File: src/rtl/data_mem_arb_pkg.sv
// Shared types and widths for the data memory arbiter (CPU port 0, debug/loader port 1).
package data_mem_arb_pkg;

  localparam int ADDR_W = 8;
  localparam int DATA_W = 8;
  localparam int WAIT_W = 4;

  localparam logic [WAIT_W-1:0] WAIT_SAT = '1;

  typedef enum logic [1:0] {
    PORT_CPU  = 2'd0,
    PORT_DBG  = 2'd1,
    PORT_NONE = 2'd2
  } port_e;

  function automatic port_e other_port(input port_e p);
    return (p == PORT_CPU) ? PORT_DBG : PORT_CPU;
  endfunction

endpackage

File: src/rtl/data_mem_arbiter_arb_pick.sv
// Combinational winner selection for the data memory arbiter.
// ARB_RR_EN selects round-robin tie break; otherwise fixed priority with starvation override.
module arb_pick
  import data_mem_arb_pkg::*;
`ifndef ARB_RR_EN
#(
  parameter int MAX_WAIT = 4
)
`endif
(
  input  logic              req0,
  input  logic              req1,
  input  port_e             owner,
`ifdef ARB_RR_EN
  input  port_e             last,
`else
  input  logic [WAIT_W-1:0] wait1,
`endif
  output port_e             winner
);

`ifndef ARB_RR_EN
  localparam logic [WAIT_W-1:0] MAX_WAIT_V = WAIT_W'(MAX_WAIT);
`endif

  always_comb begin
    // NOTE: default first so every path assigns winner and no latch is inferred.
    winner = PORT_NONE;
    if (owner != PORT_NONE) begin
      // A locked owner keeps the memory even while idle; the other port waits.
      if ((owner == PORT_CPU && req0) || (owner == PORT_DBG && req1)) begin
        winner = owner;
      end
    end else if (req0 && req1) begin
`ifdef ARB_RR_EN
      winner = other_port(last);
`else
      winner = (wait1 >= MAX_WAIT_V) ? PORT_DBG : PORT_CPU;
`endif
    end else if (req0) begin
      winner = PORT_CPU;
    end else if (req1) begin
      winner = PORT_DBG;
    end
  end

endmodule

File: src/rtl/data_mem_arbiter.sv
// Two-port arbiter in front of the single-port data memory, with registered-read return path.
// Define ARB_RR_EN for round-robin tie break; default is fixed priority to port 0.
module data_mem_arbiter
  import data_mem_arb_pkg::*;
#(
  parameter int MAX_WAIT = 4
) (
  input  logic              clk,
  input  logic              reset,
  input  logic              req0,
  input  logic              req1,
  input  logic              we0,
  input  logic              we1,
  input  logic              lock0,
  input  logic              lock1,
  input  logic [ADDR_W-1:0] addr0,
  input  logic [ADDR_W-1:0] addr1,
  input  logic [DATA_W-1:0] wdata0,
  input  logic [DATA_W-1:0] wdata1,
  output logic              gnt0,
  output logic              gnt1,
  output logic              rvalid0,
  output logic              rvalid1,
  output logic [DATA_W-1:0] rdata0,
  output logic [DATA_W-1:0] rdata1,
  output logic              mem_rdEn,
  output logic              mem_wrEn,
  output logic [ADDR_W-1:0] mem_addr,
  output logic [DATA_W-1:0] mem_wrData,
  input  logic [DATA_W-1:0] mem_rdData
);

  port_e             owner_q, owner_d;
  port_e             rd_owner_q, rd_owner_d;
  port_e             winner;
  logic [DATA_W-1:0] rdata0_q, rdata0_d;
  logic [DATA_W-1:0] rdata1_q, rdata1_d;
  logic              req0_v, req1_v;

`ifdef ARB_RR_EN
  port_e             last_q, last_d;
`else
  logic [WAIT_W-1:0] wait1_q, wait1_d;
`endif

  // Nothing may be granted while reset is held, even if requests stay high.
  assign req0_v = req0 & ~reset;
  assign req1_v = req1 & ~reset;

`ifdef ARB_RR_EN
  arb_pick u_pick (
    .req0   (req0_v),
    .req1   (req1_v),
    .owner  (owner_q),
    .last   (last_q),
    .winner (winner)
  );
`else
  arb_pick #(
    .MAX_WAIT (MAX_WAIT)
  ) u_pick (
    .req0   (req0_v),
    .req1   (req1_v),
    .owner  (owner_q),
    .wait1  (wait1_q),
    .winner (winner)
  );
`endif

  always_comb begin
    gnt0       = (winner == PORT_CPU);
    gnt1       = (winner == PORT_DBG);
    mem_rdEn   = 1'b0;
    mem_wrEn   = 1'b0;
    mem_addr   = '0;
    mem_wrData = '0;
    case (winner)
      PORT_CPU: begin
        mem_rdEn   = ~we0;
        mem_wrEn   = we0;
        mem_addr   = addr0;
        mem_wrData = wdata0;
      end
      PORT_DBG: begin
        mem_rdEn   = ~we1;
        mem_wrEn   = we1;
        mem_addr   = addr1;
        mem_wrData = wdata1;
      end
      default: ;
    endcase
  end

  always_comb begin
    owner_d = owner_q;
    // Release wins over a fresh lock: the owner's lock=0 frees the memory next cycle.
    if ((owner_q == PORT_CPU && !lock0) || (owner_q == PORT_DBG && !lock1)) begin
      owner_d = PORT_NONE;
    end else if (winner == PORT_CPU && lock0) begin
      owner_d = PORT_CPU;
    end else if (winner == PORT_DBG && lock1) begin
      owner_d = PORT_DBG;
    end
    rd_owner_d = mem_rdEn ? winner : PORT_NONE;
`ifdef ARB_RR_EN
    last_d = (winner != PORT_NONE) ? winner : last_q;
`else
    wait1_d = '0;
    if (req1 && !gnt1) begin
      wait1_d = (wait1_q == WAIT_SAT) ? wait1_q : wait1_q + 1'b1;
    end
`endif
  end

  // Read data flows straight through on the pulse cycle, then is held.
  always_comb begin
    rvalid0 = (rd_owner_q == PORT_CPU);
    rvalid1 = (rd_owner_q == PORT_DBG);
    rdata0  = rvalid0 ? mem_rdData : rdata0_q;
    rdata1  = rvalid1 ? mem_rdData : rdata1_q;
  end

  assign rdata0_d = rdata0;
  assign rdata1_d = rdata1;

  // NOTE: sequential state uses non-blocking assignments so all flops update together.
  always_ff @(posedge clk or posedge reset) begin
    if (reset) begin
      owner_q    <= PORT_NONE;
      rd_owner_q <= PORT_NONE;
      rdata0_q   <= '0;
      rdata1_q   <= '0;
`ifdef ARB_RR_EN
      last_q     <= PORT_DBG;
`else
      wait1_q    <= '0;
`endif
    end else begin
      owner_q    <= owner_d;
      rd_owner_q <= rd_owner_d;
      rdata0_q   <= rdata0_d;
      rdata1_q   <= rdata1_d;
`ifdef ARB_RR_EN
      last_q     <= last_d;
`else
      wait1_q    <= wait1_d;
`endif
    end
  end

endmodule

File: config.mk
export PLATFORM = sky130hd
export DESIGN_NAME = data_mem_arbiter
export DESIGN_NICKNAME = d
export VERILOG_FILES = /design/src/rtl/data_mem_arb_pkg.sv /design/src/rtl/data_mem_arbiter_arb_pick.sv /design/src/rtl/data_mem_arbiter.sv
export SDC_FILE = /design/constraint.sdc
export NUM_CORES = 1
export LEC_CHECK = 0
export BUFFER_PORTS_ARGS = -buffer_cell sky130_fd_sc_hd__buf_2
export CORE_UTILIZATION = 42
export DETAILED_ROUTE_END_ITERATION = 8
export PLACE_DENSITY = 0.85
export SLEW_MARGIN = 10
export SYNTH_ARGS = -nofsm -noshare
export SYNTH_HDL_FRONTEND = slang
export SYNTH_SLANG_ARGS = --single-unit
File: constraint.sdc
create_clock -name clk -period 2.2 [get_ports clk]
set_input_delay 0.33 -clock clk [delete_from_list [all_inputs] [get_ports clk]]
set_output_delay 0.33 -clock clk [all_outputs]
set_load 0.02 [all_outputs]
==> results of run 1 <==
[layer usage]
layer  share of wire [%]  vias up  global-route usage, %
li1                    -      604                      -
met1                  40      596                   24.6
met2                  50       76                   39.7
met3                 8.9        2                   4.84
met4                0.41        0                   7.48
met5                   0        -                      0
[per-stage QoR]
stage,setup TNS [ns],util [%]
floorplan,0,-
detailed placement,0,58.8
global placement,0,58.8
global route,-1.83,65.2
CTS,-0.471,63.6
finish,-0.445,65.2
[cells by family after synthesis]
| group | count (synthesis) |
|---|---|
| xor+xnor | 1 |
| buf+inv | 12 |
| flops | 24 |
| simple gates | 20 |
| mux | 19 |
| fa+ha+maj | 1 |
| compound gates | 33 |
[cell usage after synthesis]
| cell type | instances |
|---|---|
| nand3b_1 | 1 |
| a22oi_1 | 1 |
| inv_1 | 4 |
| a211oi_1 | 1 |
| a21oi_4 | 1 |
| a22o_1 | 19 |
| nand3_1 | 2 |
| o21ai_0 | 1 |
| clkbuf_2 | 1 |
| a2111o_1 | 1 |
| mux2i_1 | 3 |
| dfrtp_1 | 22 |
| a41o_1 | 1 |
| xnor2_1 | 1 |
| dfstp_2 | 2 |
| buf_6 | 2 |
| nor3_2 | 3 |
| nor2_1 | 6 |
| or4b_4 | 1 |
| nor2b_1 | 1 |
| and4b_1 | 1 |
| nand3b_4 | 1 |
| or2_2 | 1 |
| a31oi_1 | 2 |
| a21oi_1 | 3 |
| mux2_2 | 16 |
| and2_1 | 1 |
| nand2b_1 | 1 |
| buf_4 | 1 |
| o221ai_1 | 1 |
| ha_1 | 1 |
| clkbuf_1 | 3 |
| o211ai_1 | 1 |
| nand2b_2 | 1 |
| a2111oi_2 | 1 |
| buf_2 | 1 |
[how the worst max path moves through the flow]
stage,start,endpoint,slack [ns],cells past startpoint
floorplan,reset,mem_addr[2],0.22,4
global placement,req0,mem_addr[4],0.14,6
detailed placement,req0,mem_addr[4],0.17,6
CTS,wait1_q[2]$_DFFE_PP0P_,mem_addr[4],-0.05,5
global route,wait1_q[3]$_DFFE_PP0P_,mem_addr[4],-0.12,5
finish,wait1_q[3]$_DFFE_PP0P_,mem_addr[4],-0.05,5
[cell type report]
class | count | area (um^2) | share of cell area [%]
clock buffer | 4 | 36.3 | 1.84
inverter | 4 | 18.8 | 0.951
multi-input combinational | 76 | 709 | 35.9
sequential | 24 | 607 | 30.7
tap | 44 | 55.1 | 2.79
timing repair buffer | 93 | 548 | 27.8
[worst reg2reg max path, stage by stage (launching register included)]
cell and delay, ns:
dfrtp_2 0.43, or4b_4 0.56, nand3b_4 0.15, a21oi_4 0.10, buf_4 0.17, buf_4 0.15, a2111oi_2 0.20
[timing repair]
action / CTS / global route
hold endpoints to repair: 0 / 0
pin swaps: 4 / 7
gates resized for setup: 16 / 15
setup buffers: 6 / 0
cloned: 2 / 0
endpoints found under the setup margin: 35 / 19
[registers in the layout, indices dropped and copies added, names as in the netlist]
| name | cells |
|---|---|
| rdata0_q | 8 |
| rdata1_q | 8 |
| wait1_q | 4 |
| owner_q | 2 |
| rd_owner_q | 2 |
[where the power goes]
part	internal (mW)	leakage (nW)	switching, mW
clock network	0.101	0.0210	0.120
registers	0.527	0.301	0.0212
logic	0.166	0.695	0.230
total	0.794	1.02	0.371
==> results.cfg, run 1 <==
[outcome]
outcome = finished with violations
violations = design-rule violations, negative setup slack

[sta]
finalSetupViolations = 18
finalCritPeriodShare_pct = 102
layout_setup_ws_ns = -0.0507
finClkSkew_ns = 0.0122
drv_slew = 0
rsz0062_at_grt = true
period_minus_slack_ns = 2.25
worst_pin_slew_ns = 0.460
relSlewSlack_pct = 69.2
hold_violations = 0
max_clock_freq_mhz = 444
timing.hold.ws_ns = 0.100

[critical_path]
crit_fanout = 6
crit_chain = or4b_4 > nand3b_4 > a21oi_4 > a22o_1 > buf_2
r2r_slack_ns = 0.34
endpoint_kind = output pin
critPathBufInv = 1
arrival_ns = 1.92
crit_family = simple AND/OR/NAND/NOR gates
worstPathRequired_ns = 1.87
start_kind = flop
cpMaxStageDelayCell = or4b_4
rr_startpoint = wait1_q[3]$_DFFE_PP0P_
crit_type = flop to output pin
r2r_end = wait1_q[3]$_DFFE_PP0P_
worst_path_largest_cell_delay_ns = 0.56
r2r_cells = 6

[cells_and_area]
fill_cells = 260
nets = 251
final_common_cell = buf_2
final_cell_mix = buf_2, a22o_1, dfrtp_1
drive_above_1_share_pct = 67.2
fin_cells = 245
syn_to_final_growth_pct = 48.3
n_antenna_cell = 0
stdcell_area_um2 = 1970

[drt]
routed_wl_mm = 3.40
drt-vias-per-instance = 5.22
route.vias.total = 1278
dr.pass1.iters = 6
routedWlPerCell_um = 13.9
drt_iter0_markers = 30
drc = 1
ant_nets = 0

[global_route]
grt_pass1_wl_mm = 5.64
grtUsageTotal_pct = 21.6
grt_pass1_vias = 1324
antenna_found_initial = 0
grt_max_degree = 27
overflow = 0

[job]
maxCapViolations = 0

[clock_tree]
ctsHoldBuffers = 0
cts-root-buf = clkbuf_4
cts_buffers = 3
tritoncts = built
cts_max_level = 1
clk_latency_ns = 0.30
cts_sinks = 24
clk_path_buf_depth = 2
clkTransAtPathRegs_ns = 0.13

[synth]
synthAdderAreaFrac_pct = 0.940
yosysTopAreaCell = dfrtp_1
synth_cell_types = 36
netlist.area_leader.share_pct = 41.4
synth_top_family_by_area = compound AO/OA/AOI/OAI gates
synth_area_um2 = 1330
avgSynthCellArea_um2 = 12.1
synth_seq_cells = 24
ys_seq_area_share_pct = 45.3
synth-xor-area-share_pct = 0.658
synthMuxAreaShare_pct = 15.8
syn_inst = 110
synth_compound_area_share_pct = 21.2
yosys-top-cells-area = dfrtp_1, mux2_2, a22o_1
ys_warn_count = 0
synth-simple-area-share_pct = 11.1
syn-num-nets = 159

[power_and_ir_drop]
finalPower_mw = 1.17
power_leakage_nw = 1.02
peakVddDrop_mv = 0.228
powerDensity_nw_per_um2 = 590

[placement]
dp_hpwl_mm = 2.31
dp.cells = 233
dp_slack_ns = 0.168
dpl_cell_area_um2 = 1780
portBuffers = 85
finalWeightedCongestion = 0.856

[floorplan]
rows = 20
core_area_um2 = 3030
dieWidth_um = 58.3
dieArea_um2 = 3400
io_pins = 86
die_h_um = 58.3
initial_utilization_pct = 44.0

[hold_path]
hold_class = input port to async pin
Note: power is estimated with default switching activity, not from simulation.
==> inputs of run 2 (changes only) <==
- HOLD_SLACK_MARGIN: not set -> 0.03
- SKIP_CTS_REPAIR_TIMING: not set -> 1
- SKIP_LAST_GASP: not set -> 1
==> results.cfg, run 2 (synthesis gave the netlist of run 1 again) <==
[sta]
max_clock_freq_mhz = 437
finalCritPeriodShare_pct = 104
drv_slew = 0
finClkSkew_ns = 0.00931
tns_ns = -1.14
rsz0062_at_grt = true
period_minus_slack_ns = 2.29
layout_setup_ws_ns = -0.0860
worst_pin_slew_ns = 0.484
finalSetupViolations = 17
timing.hold.ws_ns = 0.105
relSlewSlack_pct = 67.6
hold_violations = 0

[global_route]
overflow = 0
grtUsageTotal_pct = 18.4
grt_pass1_vias = 1178
grt_max_degree = 27
antenna_found_initial = 0
grt_pass1_wl_mm = 4.86

[power_and_ir_drop]
powerDensity_nw_per_um2 = 601
power_leakage_nw = 1.02
peakVddDrop_mv = 0.228

[critical_path]
endpoint_kind = output pin
arrival_ns = 1.96
worst_path_largest_cell_delay_ns = 0.56
crit_chain = or4b_4 > nand3b_4 > a21oi_4 > a22o_1 > buf_2
start_kind = flop
worstPathRequired_ns = 1.87
r2r_slack_ns = 0.41
crit_family = simple AND/OR/NAND/NOR gates
crit_fanout = 9
crit_type = flop to output pin
cpMaxStageDelayCell = or4b_4
critPathBufInv = 1

[drt]
drt_iter0_markers = 35
dr.pass1.iters = 6
ant_nets = 0
routed_wl_mm = 3.18
drc = 1
drt-vias-per-instance = 5.18
route.vias.total = 1268
routedWlPerCell_um = 13.0

[clock_tree]
cts_buffers = 3
clk_path_buf_depth = 2
clk_latency_ns = 0.30
tritoncts = built
clkTransAtPathRegs_ns = 0.12
cts-root-buf = clkbuf_4
cts_sinks = 24
cts_max_level = 1

[cells_and_area]
syn_to_final_growth_pct = 44.7
fill_cells = 271
final_common_cell = buf_2
n_antenna_cell = 0
top_regs = rdata0_q: 8 flops, rdata1_q: 8 flops, wait1_q: 4 flops
fin_util_pct = 63.6
multi_input_area_um2 = 701
fin_cells = 245
nets = 251
drive_above_1_share_pct = 66.2
final-seq-area_um2 = 607
final_cell_mix = buf_2, a22o_1, dfrtp_1

[placement]
dp_hpwl_mm = 2.31
dp_slack_ns = 0.168
dp.cells = 233
portBuffers = 85
finalWeightedCongestion = 0.856

[hold_path]
hold_class = input port to async pin

[floorplan]
dieWidth_um = 58.3
core_area_um2 = 3030
dieArea_um2 = 3400
die_h_um = 58.3
io_pins = 86
initial_utilization_pct = 44.0
rows = 20

[outcome]
outcome = finished with violations
violations = design-rule violations, negative setup slack

[job]
maxCapViolations = 0
-- run 2: path summary, 6_finish.rpt --
check                                             from                endpoint  depth (start not counted)
min in group clk                         mem_rdData[1]   rdata0_q[1]$_DFF_PP0_                          2
worst max-delay path            wait1_q[2]$_DFFE_PP0P_           mem_wrData[4]                          5
worst max register to register  wait1_q[2]$_DFFE_PP0P_  wait1_q[2]$_DFFE_PP0P_                          6
max in group asynchronous                        reset  owner_q[1]$_DFFE_PP1P_                          3
worst min register to register   rdata0_q[3]$_DFF_PP0_   rdata0_q[3]$_DFF_PP0_                          1
worst min-delay path                             reset  wait1_q[1]$_DFFE_PP0P_                          3
-- run 2: where the power goes --
group          total [mW]  leakage (nW)  switching [mW]  internal (mW)
logic               0.391         0.694           0.227          0.165
clock network       0.218        0.0210           0.117          0.101
registers           0.549         0.301          0.0221          0.527
total                1.16          1.02           0.366          0.792
-- run 2: metal layers --
layer,global-route usage [%],up-vias,share of wire (%)
met1,21.6,583,42
met4,4.08,0,0
met3,4.18,0,8.5
met2,34.0,80,50
li1,-,605,-
met5,0,-,0
-- run 2: worst reg2reg max path, delay by kind of cell, from the launching register on --
family                 cells  cell delay, ns
DFF                        1            0.46
AOI/OAI and AO/OA          1            0.12
and+or+nand+nor            3            0.86
buffers and inverters      2            0.29
-- run 2: final cells by class --
class,count,area share (%)
Clock buffer,4,1.88
Inverter,4,0.974
Multi-Input combinational cell,76,36.4
Sequential cell,24,31.5
Tap cell,44,2.86
Timing Repair Buffer,93,26.4
-- run 2: per-stage QoR --
step	total power, mW	cell area, um^2
2_1_floorplan	0.795	1340
3_3_place_gp	0.941	1780
3_5_place_dp	0.952	1780
4_1_cts	1.17	1820
5_1_grt	1.23	1930
6_report	1.16	1930
